===== src/rtl/sobel_buf_pkg.sv =====
// Shared types and constants for the Sobel window buffer and its address generator.
package sobel_buf_pkg;

  localparam int WORD_W = 32;

  localparam logic [1:0] SI_MODE_IDLE = 2'b00;
  localparam logic [1:0] SI_MODE_READ = 2'b01;

  typedef enum logic [1:0] {
    IDLE,
    FETCH,
    DONE
  } state_e;

  // Index width for a counter over n items; never narrower than one bit.
  function automatic int idx_w(input int n);
    return (n > 1) ? $clog2(n) : 1;
  endfunction

endpackage


===== src/rtl/sobel_buf_addr_gen.sv =====
// Walks the window slots row-major (full) or down the last column (slide)
// and produces the SRAM pixel address of the slot currently being fetched.
module sobel_buf_addr_gen
  import sobel_buf_pkg::*;
#(
  parameter int NUM_ROWS      = 3,
  parameter int WORDS_PER_ROW = 1,
  parameter int ADDR_W        = 20,
  parameter int WIDTH_W       = 12,
  localparam int SLOTS        = NUM_ROWS * WORDS_PER_ROW,
  localparam int SLOT_W       = idx_w(SLOTS)
) (
  input  logic               clk,
  input  logic               n_rst,
  input  logic               start,
  input  logic               advance,
  input  logic               slide_mode,
  input  logic [ADDR_W-1:0]  base,
  input  logic [WIDTH_W-1:0] image_width,
  output logic [ADDR_W-1:0]  addr,
  output logic [SLOT_W-1:0]  slot,
  output logic               last
);

  localparam int WORD_CW = idx_w(WORDS_PER_ROW);
  localparam logic [WORD_CW-1:0] WLAST = WORD_CW'(WORDS_PER_ROW - 1);

  logic [ADDR_W-1:0]  base_q, base_d;
  logic [ADDR_W-1:0]  row_off_q, row_off_d;
  logic [WORD_CW-1:0] word_q, word_d;
  logic [SLOT_W-1:0]  slot_q, slot_d;
  logic               slide_q, slide_d;

  assign last = (slot_q == SLOT_W'(SLOTS - 1));
  assign slot = slot_q;
  assign addr = base_q + row_off_q + ADDR_W'({word_q, 2'b00});

  always_comb begin
    base_d    = base_q;
    row_off_d = row_off_q;
    word_d    = word_q;
    slot_d    = slot_q;
    slide_d   = slide_q;
    if (start) begin
      base_d    = base;
      row_off_d = '0;
      slide_d   = slide_mode;
      word_d    = slide_mode ? WLAST : '0;
      slot_d    = slide_mode ? SLOT_W'(WORDS_PER_ROW - 1) : '0;
    end else if (advance && !last) begin
      // In slide mode the word index is pinned to the last column, so every step is a row step.
      if (word_q == WLAST) begin
        word_d    = slide_q ? WLAST : '0;
        row_off_d = row_off_q + ADDR_W'(image_width);
      end else begin
        word_d = word_q + WORD_CW'(1);
      end
      slot_d = slot_q + (slide_q ? SLOT_W'(WORDS_PER_ROW) : SLOT_W'(1));
    end
  end

  always_ff @(posedge clk or negedge n_rst) begin
    if (!n_rst) begin
      base_q    <= '0;
      row_off_q <= '0;
      word_q    <= '0;
      slot_q    <= '0;
      slide_q   <= 1'b0;
    end else begin
      base_q    <= base_d;
      row_off_q <= row_off_d;
      word_q    <= word_d;
      slot_q    <= slot_d;
      slide_q   <= slide_d;
    end
  end

endmodule


===== src/rtl/sobel_window_buffer.sv =====
// Fetches a NUM_ROWS x WORDS_PER_ROW word window from the SRAM interface,
// with full refill or one-word sliding refill, and presents it as a flat vector.
module sobel_window_buffer
  import sobel_buf_pkg::*;
#(
  parameter int NUM_ROWS      = 3,
  parameter int WORDS_PER_ROW = 1,
  parameter int ADDR_W        = 20,
  parameter int WIDTH_W       = 12
) (
  input  logic                                    clk,
  input  logic                                    n_rst,
  input  logic [WIDTH_W-1:0]                      image_width,
  input  logic                                    fill_buff,
  input  logic                                    slide,
  input  logic                                    clear,
  input  logic [ADDR_W-1:0]                       ED_rpixNum,
  input  logic                                    SI_dfb,
  input  logic [WORD_W-1:0]                       SI_rdata,
  output logic [ADDR_W-1:0]                       SI_rpixNum,
  output logic [1:0]                              SI_mode,
  output logic                                    buff_filled,
  output logic                                    busy,
  output logic [WORD_W*NUM_ROWS*WORDS_PER_ROW-1:0] ED_rdata
);

  localparam int SLOTS  = NUM_ROWS * WORDS_PER_ROW;
  localparam int SLOT_W = idx_w(SLOTS);

  state_e      state_q;
  logic        valid_q;
  logic        filled_q;
  logic        busy_q;
  logic [1:0]  mode_q;

  logic [WORD_W*SLOTS-1:0] window_q, window_d;

  logic              accept, slide_sel, capture, do_shift, gen_last;
  logic [SLOT_W-1:0] gen_slot;

  assign accept    = fill_buff && !clear && (state_q != FETCH);
  assign slide_sel = slide && valid_q;
  assign capture   = (state_q == FETCH) && SI_dfb && !clear;
  assign do_shift  = accept && slide_sel;

  sobel_buf_addr_gen #(
    .NUM_ROWS     (NUM_ROWS),
    .WORDS_PER_ROW(WORDS_PER_ROW),
    .ADDR_W       (ADDR_W),
    .WIDTH_W      (WIDTH_W)
  ) u_addr_gen (
    .clk        (clk),
    .n_rst      (n_rst),
    .start      (accept),
    .advance    (capture),
    .slide_mode (slide_sel),
    .base       (ED_rpixNum),
    .image_width(image_width),
    .addr       (SI_rpixNum),
    .slot       (gen_slot),
    .last       (gen_last)
  );

  genvar gi;
  generate
    for (gi = 0; gi < SLOTS; gi++) begin : g_slot
      localparam int WORD = gi % WORDS_PER_ROW;
      logic [WORD_W-1:0] shifted;
      // The last word of each row has no right neighbour; it is refetched after the shift.
      if (WORD < WORDS_PER_ROW - 1) begin : g_nbr
        assign shifted = window_q[(gi+1)*WORD_W +: WORD_W];
      end else begin : g_keep
        assign shifted = window_q[gi*WORD_W +: WORD_W];
      end
      assign window_d[gi*WORD_W +: WORD_W] =
        (capture && (gen_slot == SLOT_W'(gi))) ? SI_rdata :
        do_shift                                ? shifted  :
                                                  window_q[gi*WORD_W +: WORD_W];
    end
  endgenerate

  always_ff @(posedge clk or negedge n_rst) begin
    if (!n_rst) begin
      window_q <= '0;
    end else begin
      window_q <= window_d;
    end
  end

  always_ff @(posedge clk or negedge n_rst) begin
    if (!n_rst) begin
      state_q  <= IDLE;
      valid_q  <= 1'b0;
      filled_q <= 1'b0;
      busy_q   <= 1'b0;
      mode_q   <= SI_MODE_IDLE;
    end else if (clear) begin
      state_q  <= IDLE;
      valid_q  <= 1'b0;
      filled_q <= 1'b0;
      busy_q   <= 1'b0;
      mode_q   <= SI_MODE_IDLE;
    end else begin
      case (state_q)
        IDLE, DONE: begin
          if (fill_buff) begin
            state_q  <= FETCH;
            filled_q <= 1'b0;
            busy_q   <= 1'b1;
            mode_q   <= SI_MODE_READ;
          end
        end
        FETCH: begin
          if (SI_dfb && gen_last) begin
            state_q  <= DONE;
            valid_q  <= 1'b1;
            filled_q <= 1'b1;
            busy_q   <= 1'b0;
            mode_q   <= SI_MODE_IDLE;
          end
        end
        default: state_q <= IDLE;
      endcase
    end
  end

  assign SI_mode     = mode_q;
  assign busy        = busy_q;
  assign buff_filled = filled_q;
  assign ED_rdata    = window_q;

endmodule


===== config.mk =====
export PLATFORM = sky130hd
export DESIGN_NAME = sobel_window_buffer
export DESIGN_NICKNAME = d
export VERILOG_FILES = /design/src/rtl/sobel_buf_pkg.sv /design/src/rtl/sobel_buf_addr_gen.sv /design/src/rtl/sobel_window_buffer.sv
export SDC_FILE = /design/constraint.sdc
export NUM_CORES = 1
export LEC_CHECK = 0
export BUFFER_PORTS_ARGS = -buffer_cell sky130_fd_sc_hd__buf_2
export CAP_MARGIN = 0
export CORE_ASPECT_RATIO = 0.75
export CORE_MARGIN = 2
export CORE_UTILIZATION = 42
export CTS_BUF_LIST = sky130_fd_sc_hd__clkbuf_8
export DETAILED_ROUTE_END_ITERATION = 10
export GPL_ROUTABILITY_DRIVEN = 0
export PLACE_DENSITY = 0.72
export SYNTH_ARGS = -nofsm -noshare
export SYNTH_HDL_FRONTEND = slang
export SYNTH_SLANG_ARGS = --single-unit
export TNS_END_PERCENT = 100

===== constraint.sdc =====
create_clock -name clk -period 4.1 [get_ports clk]
set_input_delay 1.025 -clock clk [delete_from_list [all_inputs] [get_ports clk]]
set_output_delay 1.025 -clock clk [all_outputs]
set_load 0.05 [all_outputs]

# --- Word level (Yosys, flattened, before mapping) ---
# Cells that the tools add are included.
totals:
  register_bits: 145
  latchBits: 0
  ram_bits: 0
  romBits: 0
  output_inout_bits: 120
  elab_cells: 66
  memories: 0
classes:
  add_sub_neg: 5
  mul: 0
  div_mod_pow: 0
  n_lt_le_gt_ge: 0
  n_eq_ne: 8
  shifts: 0
  n_mux: 23
  bitwise_logic: 0
  reduce_logical: 19
ops:
  columns: ["operator", "count"]
  rows:
  - ["2-to-1 mux 20 bit", 3]
  - ["adder 20 x 12 -> 20 bit", 1]
  - ["adder 20 bit", 1]
  - ["adder 20 x 3 -> 20 bit", 1]
  - ["2-to-1 mux 2 bit", 7]
  - ["logical AND 1 bit", 9]
  - ["2-to-1 mux 1 bit", 9]
  - ["one-hot mux 2 bit (2 select lines)", 2]
  - ["equality test 2 x 1 -> 1 bit (second input constant)", 2]
  - ["equality test 2 bit (second input constant)", 2]
  - ["zero test 2 bit", 2]
  - ["one-hot mux 1 bit (2 select lines)", 2]
  - ["AND reduction 2 bit", 2]
  - ["!= test 3 x 2 -> 1 bit (second input constant)", 1]
  - ["!= test 3 bit (second input constant)", 1]
  - ["AND reduction 3 bit", 1]
  - ["nonzero test 3 bit", 1]
  - ["adder 2 x 1 -> 2 bit (second input constant)", 1]
  - ["zero test 1 bit", 2]
  - ["!= test 2 x 1 -> 1 bit (second input constant)", 1]
  - ["!= test 2 bit (second input constant)", 1]
  - ["nonzero test 2 bit", 1]
  - ["OR reduction 2 bit", 1]
  - ["adder 1 bit (second input constant)", 1]

# --- Longest topological paths before layout ---
depth:
  word_depth: 6
  ltp_mapped: 10
  depth_no_buf: 10

# --- Hierarchy ---
# From an unflattened synthesis, not the netlist that was laid out.
unflattened:
  cells_unflattened: 594
  hier_area_um2: 7592.3
modules_own_cells:
  columns: ["module", "instances", "cells_each", "area_per_inst_um2", "seq_area_each_um2"]
  rows:
  - ["sobel_window_buffer", 1, 232, 4112.7, 2527.4]
  - ["sobel_buf_addr_gen", 1, 362, 3479.6, 1051.0]

# --- Least setup slack after synthesis ---
# No wires, ideal clock.
synth_path:
  kind: "reg-to-output"
  from: "register u_addr_gen.row_off_q[3]"
  to: "output SI_rpixNum[12]"
  arrival_ns: 3.543
  required_ns: 3.075
  slack_ns: -0.468
  stages_incl_launch_ff: 8
  path_cell_list: "dfrtp_1 > ha_1 > ha_1 > o21ai_0 > o21ai_0 > nor2b_1 > a41oi_1 > o311ai_0"
synth_between:
  elab_chain_cells: 2
synth_lines:
  columns: ["item", "line", "source"]
  rows:
  - ["from (decl)", "sobel_buf_addr_gen.sv:29", "logic [ADDR_W-1:0] row_off_q, row_off_d;"]
  - ["from (signal assigned)", "sobel_buf_addr_gen.sv:71", "row_off_q <= row_off_d;"]
  - ["adder 20 bit", "sobel_buf_addr_gen.sv:36", "assign addr = base_q + row_off_q + ADDR_W'({word_q, 2'b00});"]
  - ["adder 20 x 3 -> 20 bit", "sobel_buf_addr_gen.sv:36", null]
  - ["to (decl)", "sobel_window_buffer.sv:20", "output logic [ADDR_W-1:0] SI_rpixNum,"]
# Every way passes these cells.

# --- Worst setup path in the final report ---
layout_path:
  from: "register u_addr_gen.row_off_q[1]"
  to: "output SI_rpixNum[19]"
# The elaborated chain is that of the path after synthesis.

==> metrics.csv <==
metric,value,unit
"Avg Cell Area, Syn",11.5,µm²
R2R Setup Slk,1.84,ns
IO Port Bufs,187,
core box area,16800,µm²
"FF+latch count, synth",142,
final setup TNS,-0.411,ns
Via Count,5350,
DPL Wire Length,11500,µm
asr flop ratio synth,1.00,
crit path launch type,flip-flop,
hold_buf cts,0,
Achievable Freq,0.229,GHz
hold_sp,u_addr_gen.base_q[11],
Final WS setup,-0.259,ns
"Cell Count, Final, Fillers Out",1052,
cell mode on critical path,ha_4,
largest net degree at the start of global routing,76,
DRT Wirelength,16100,µm
DRT iter0 DRCs,269,
Critical Path RT,3.07,ns
gr usage total,0.178,
Tmin final,4.36,ns
Reg2Reg Depth,9,
dpl cells,1017,
slowest cell delay on critical path,0.45,ns
Pleak,4.71,nW
Total Nets Final,948,
net count after synthesis,750,
GRT busiest layer,met2,
Crit Path Category,reg2out,
Main synth FF type,dfrtp_1,
Critical Path Slowest Stage Cell,a221o_1,
"Cell Area, Synth",7170,µm²
root buffer cell,clkbuf_8,
antenna cells,0,
H-tree levels,4,
fin crit share,1.06,
placed inst area,8400,µm²
Die Span Y,117,µm
Synth-to-Final Area Change,25.7,%
IO Pins,190,
Register Area,3550,µm²
cts bufs inserted,17,
synth warn,0,
worst-margin pin slew,0.969,ns
clk_lat worst skew,0.43,ns
Antenna Nets Post-Route,0,
CP endpoint kind,primary output,
DIE AREA,18100,µm²
number of global-route vias before repair,5150,
Final Instance Area,9010,µm²
reg2reg start,u_addr_gen.row_off_q[0],
worst reg2reg path endpoint,u_addr_gen.row_off_q[12],
Pwr Density,730,nW/µm²
CTS tree,built,
met3 Resource Use GR,0.0449,
1st-pass router iterations,4,
cells after synthesis,626,
skew final,0.0110,ns
Post-synth EDFFs,0,
Max transition margin,0.354,
"commonest non-fill, non-tap cell in the layout",buf_2,
CP arrival,3.33,ns
WHS,0.479,ns
GRT met1 Usage,0.248,
Initial Utilization,0.427,
Via density,5.09,
Die Wd,155,µm
failing checks,negative setup slack,
worst path bufs/invs,2,
final hold viol count,0,
dpl ws,-0.0936,ns
Final setup viols,3,
hold depth,2,
WL per Instance,15.3,µm
FILL cells,1491,
cell class contributing the biggest share of worst-path delay,compound AO/OA/AOI/OAI gates,
largest vdd supply drop,0.380,mV
Hold Path End,u_addr_gen.base_q[11],
status,"complete, but fails checks",
CP cell instances,ha_4 > ha_4 > inv_2 > fa_2 > nand2b_4 > a21oi_4 > o41a_1 > a221o_1 > and4_4 > or4_4 > buf_8,
post-synthesis sequential area ratio,0.496,
Multi-input gate area,3630,µm²
std cell rows,41,
GR Overflow Total,0,
unrepaired setup endpoints after global routing,yes,
Slew Limit Fails,0,
first-pass GRT wire length,25600,µm
Synth cell types,65,
max cap viols,0,
GR Util met2,0.280,
DRC,0,
Worst Hold Class,reg2reg,
ratio of cells with drive above 1 in the final layout,0.431,
"Max FO, Critical Path",3,
clock sinks,142,
initial antenna violation count,0,
clock buffer depth,2,
"Reg clk slew, reported paths",0.08,ns
"commonest non-fill, non-tap cells in the layout","buf_2, dfrtp_1, mux2_2, nand2_1, ha_1",
## per-layer routing
layer,part of all wire,routed length [µm]
met5,0,0
met4,0.013,201
met3,0.046,738
met2,0.46,7460
met1,0.48,7660
## metrics by stage
stage | utilization | power (mW)
global placement | 0.501 | 5.36
global route | 0.537 | 6.94
detailed placement | 0.501 | 5.42
finish | 0.537 | 6.58
floorplan | - | 4.62
CTS | 0.531 | 6.59
## sequential cells by signal, summed over array words and instances, names as in the netlist
| name | cells |
|---|---|
| buff_filled | 1 |
| state_q | 2 |
| u_addr_gen.row_off_q | 20 |
| SI_mode | 1 |
| u_addr_gen.base_q | 20 |
| u_addr_gen.slot | 2 |
| ED_rdata | 96 |
## worst max-delay path by stage
stage,cells after the start,startpoint,end
after global routing,9,u_addr_gen.row_off_q[3],SI_rpixNum[19]
after CTS,11,u_addr_gen.base_q[1],SI_rpixNum[19]
after global placement,11,u_addr_gen.row_off_q[1],SI_rpixNum[19]
after detailed placement,11,u_addr_gen.row_off_q[1],SI_rpixNum[19]
final,11,u_addr_gen.row_off_q[1],SI_rpixNum[19]
after floorplan,7,u_addr_gen.row_off_q[3],SI_rpixNum[12]
## logic make-up after synthesis
logic type	count (synthesis)	synth area share
mux	101	0.158
fa+ha+maj	54	0.0964
compound gates	98	0.0913
buf+inv	39	0.0225
other cells	1	0.000523
simple gates	169	0.109
xor+xnor	22	0.0269
flops	142	0.496
## repair_timing
action                                  in CTS  in global routing
setup buffers                                2                  2
resized for setup                           25                 18
endpoints found under the setup margin       8                 11
pin swaps                                    8                  9
## cell type report
cell class,count,area share
sequential,142,0.394
clock inverter,13,0.0144
inverter,14,0.00583
timing repair buffer,204,0.124
multi-input combinational,445,0.403
clock buffer,19,0.0290
tap,215,0.0299
## cells in the mapped netlist, drive strengths merged (11+ instances only)
| cell type | number | area (µm²) |
|---|---|---|
| inv | 14 | 52.6 |
| nand2 | 85 | 322 |
| a21oi | 21 | 109 |
| mux2 | 96 | 1080 |
| dfrtp | 142 | 3550 |
| nor2 | 27 | 101 |
| xnor2 | 14 | 123 |
| ha | 52 | 651 |
| o21ai | 29 | 149 |
| buf | 11 | 52.6 |
| nand3 | 19 | 95.1 |
| clkbuf | 14 | 56.3 |
## where the power goes
group,switching (mW),internal (mW),total (mW)
Sequential,0.226,1.83,2.06
Clock,0.571,0.525,1.10
Combinational,2.45,0.971,3.42
## tightest hold or removal path: stages (launching register included)
cell     delay, ns
dfrtp_1       0.35
nand2_1       0.05
nand2_1       0.05
Note: power is estimated with default switching activity, not from simulation.
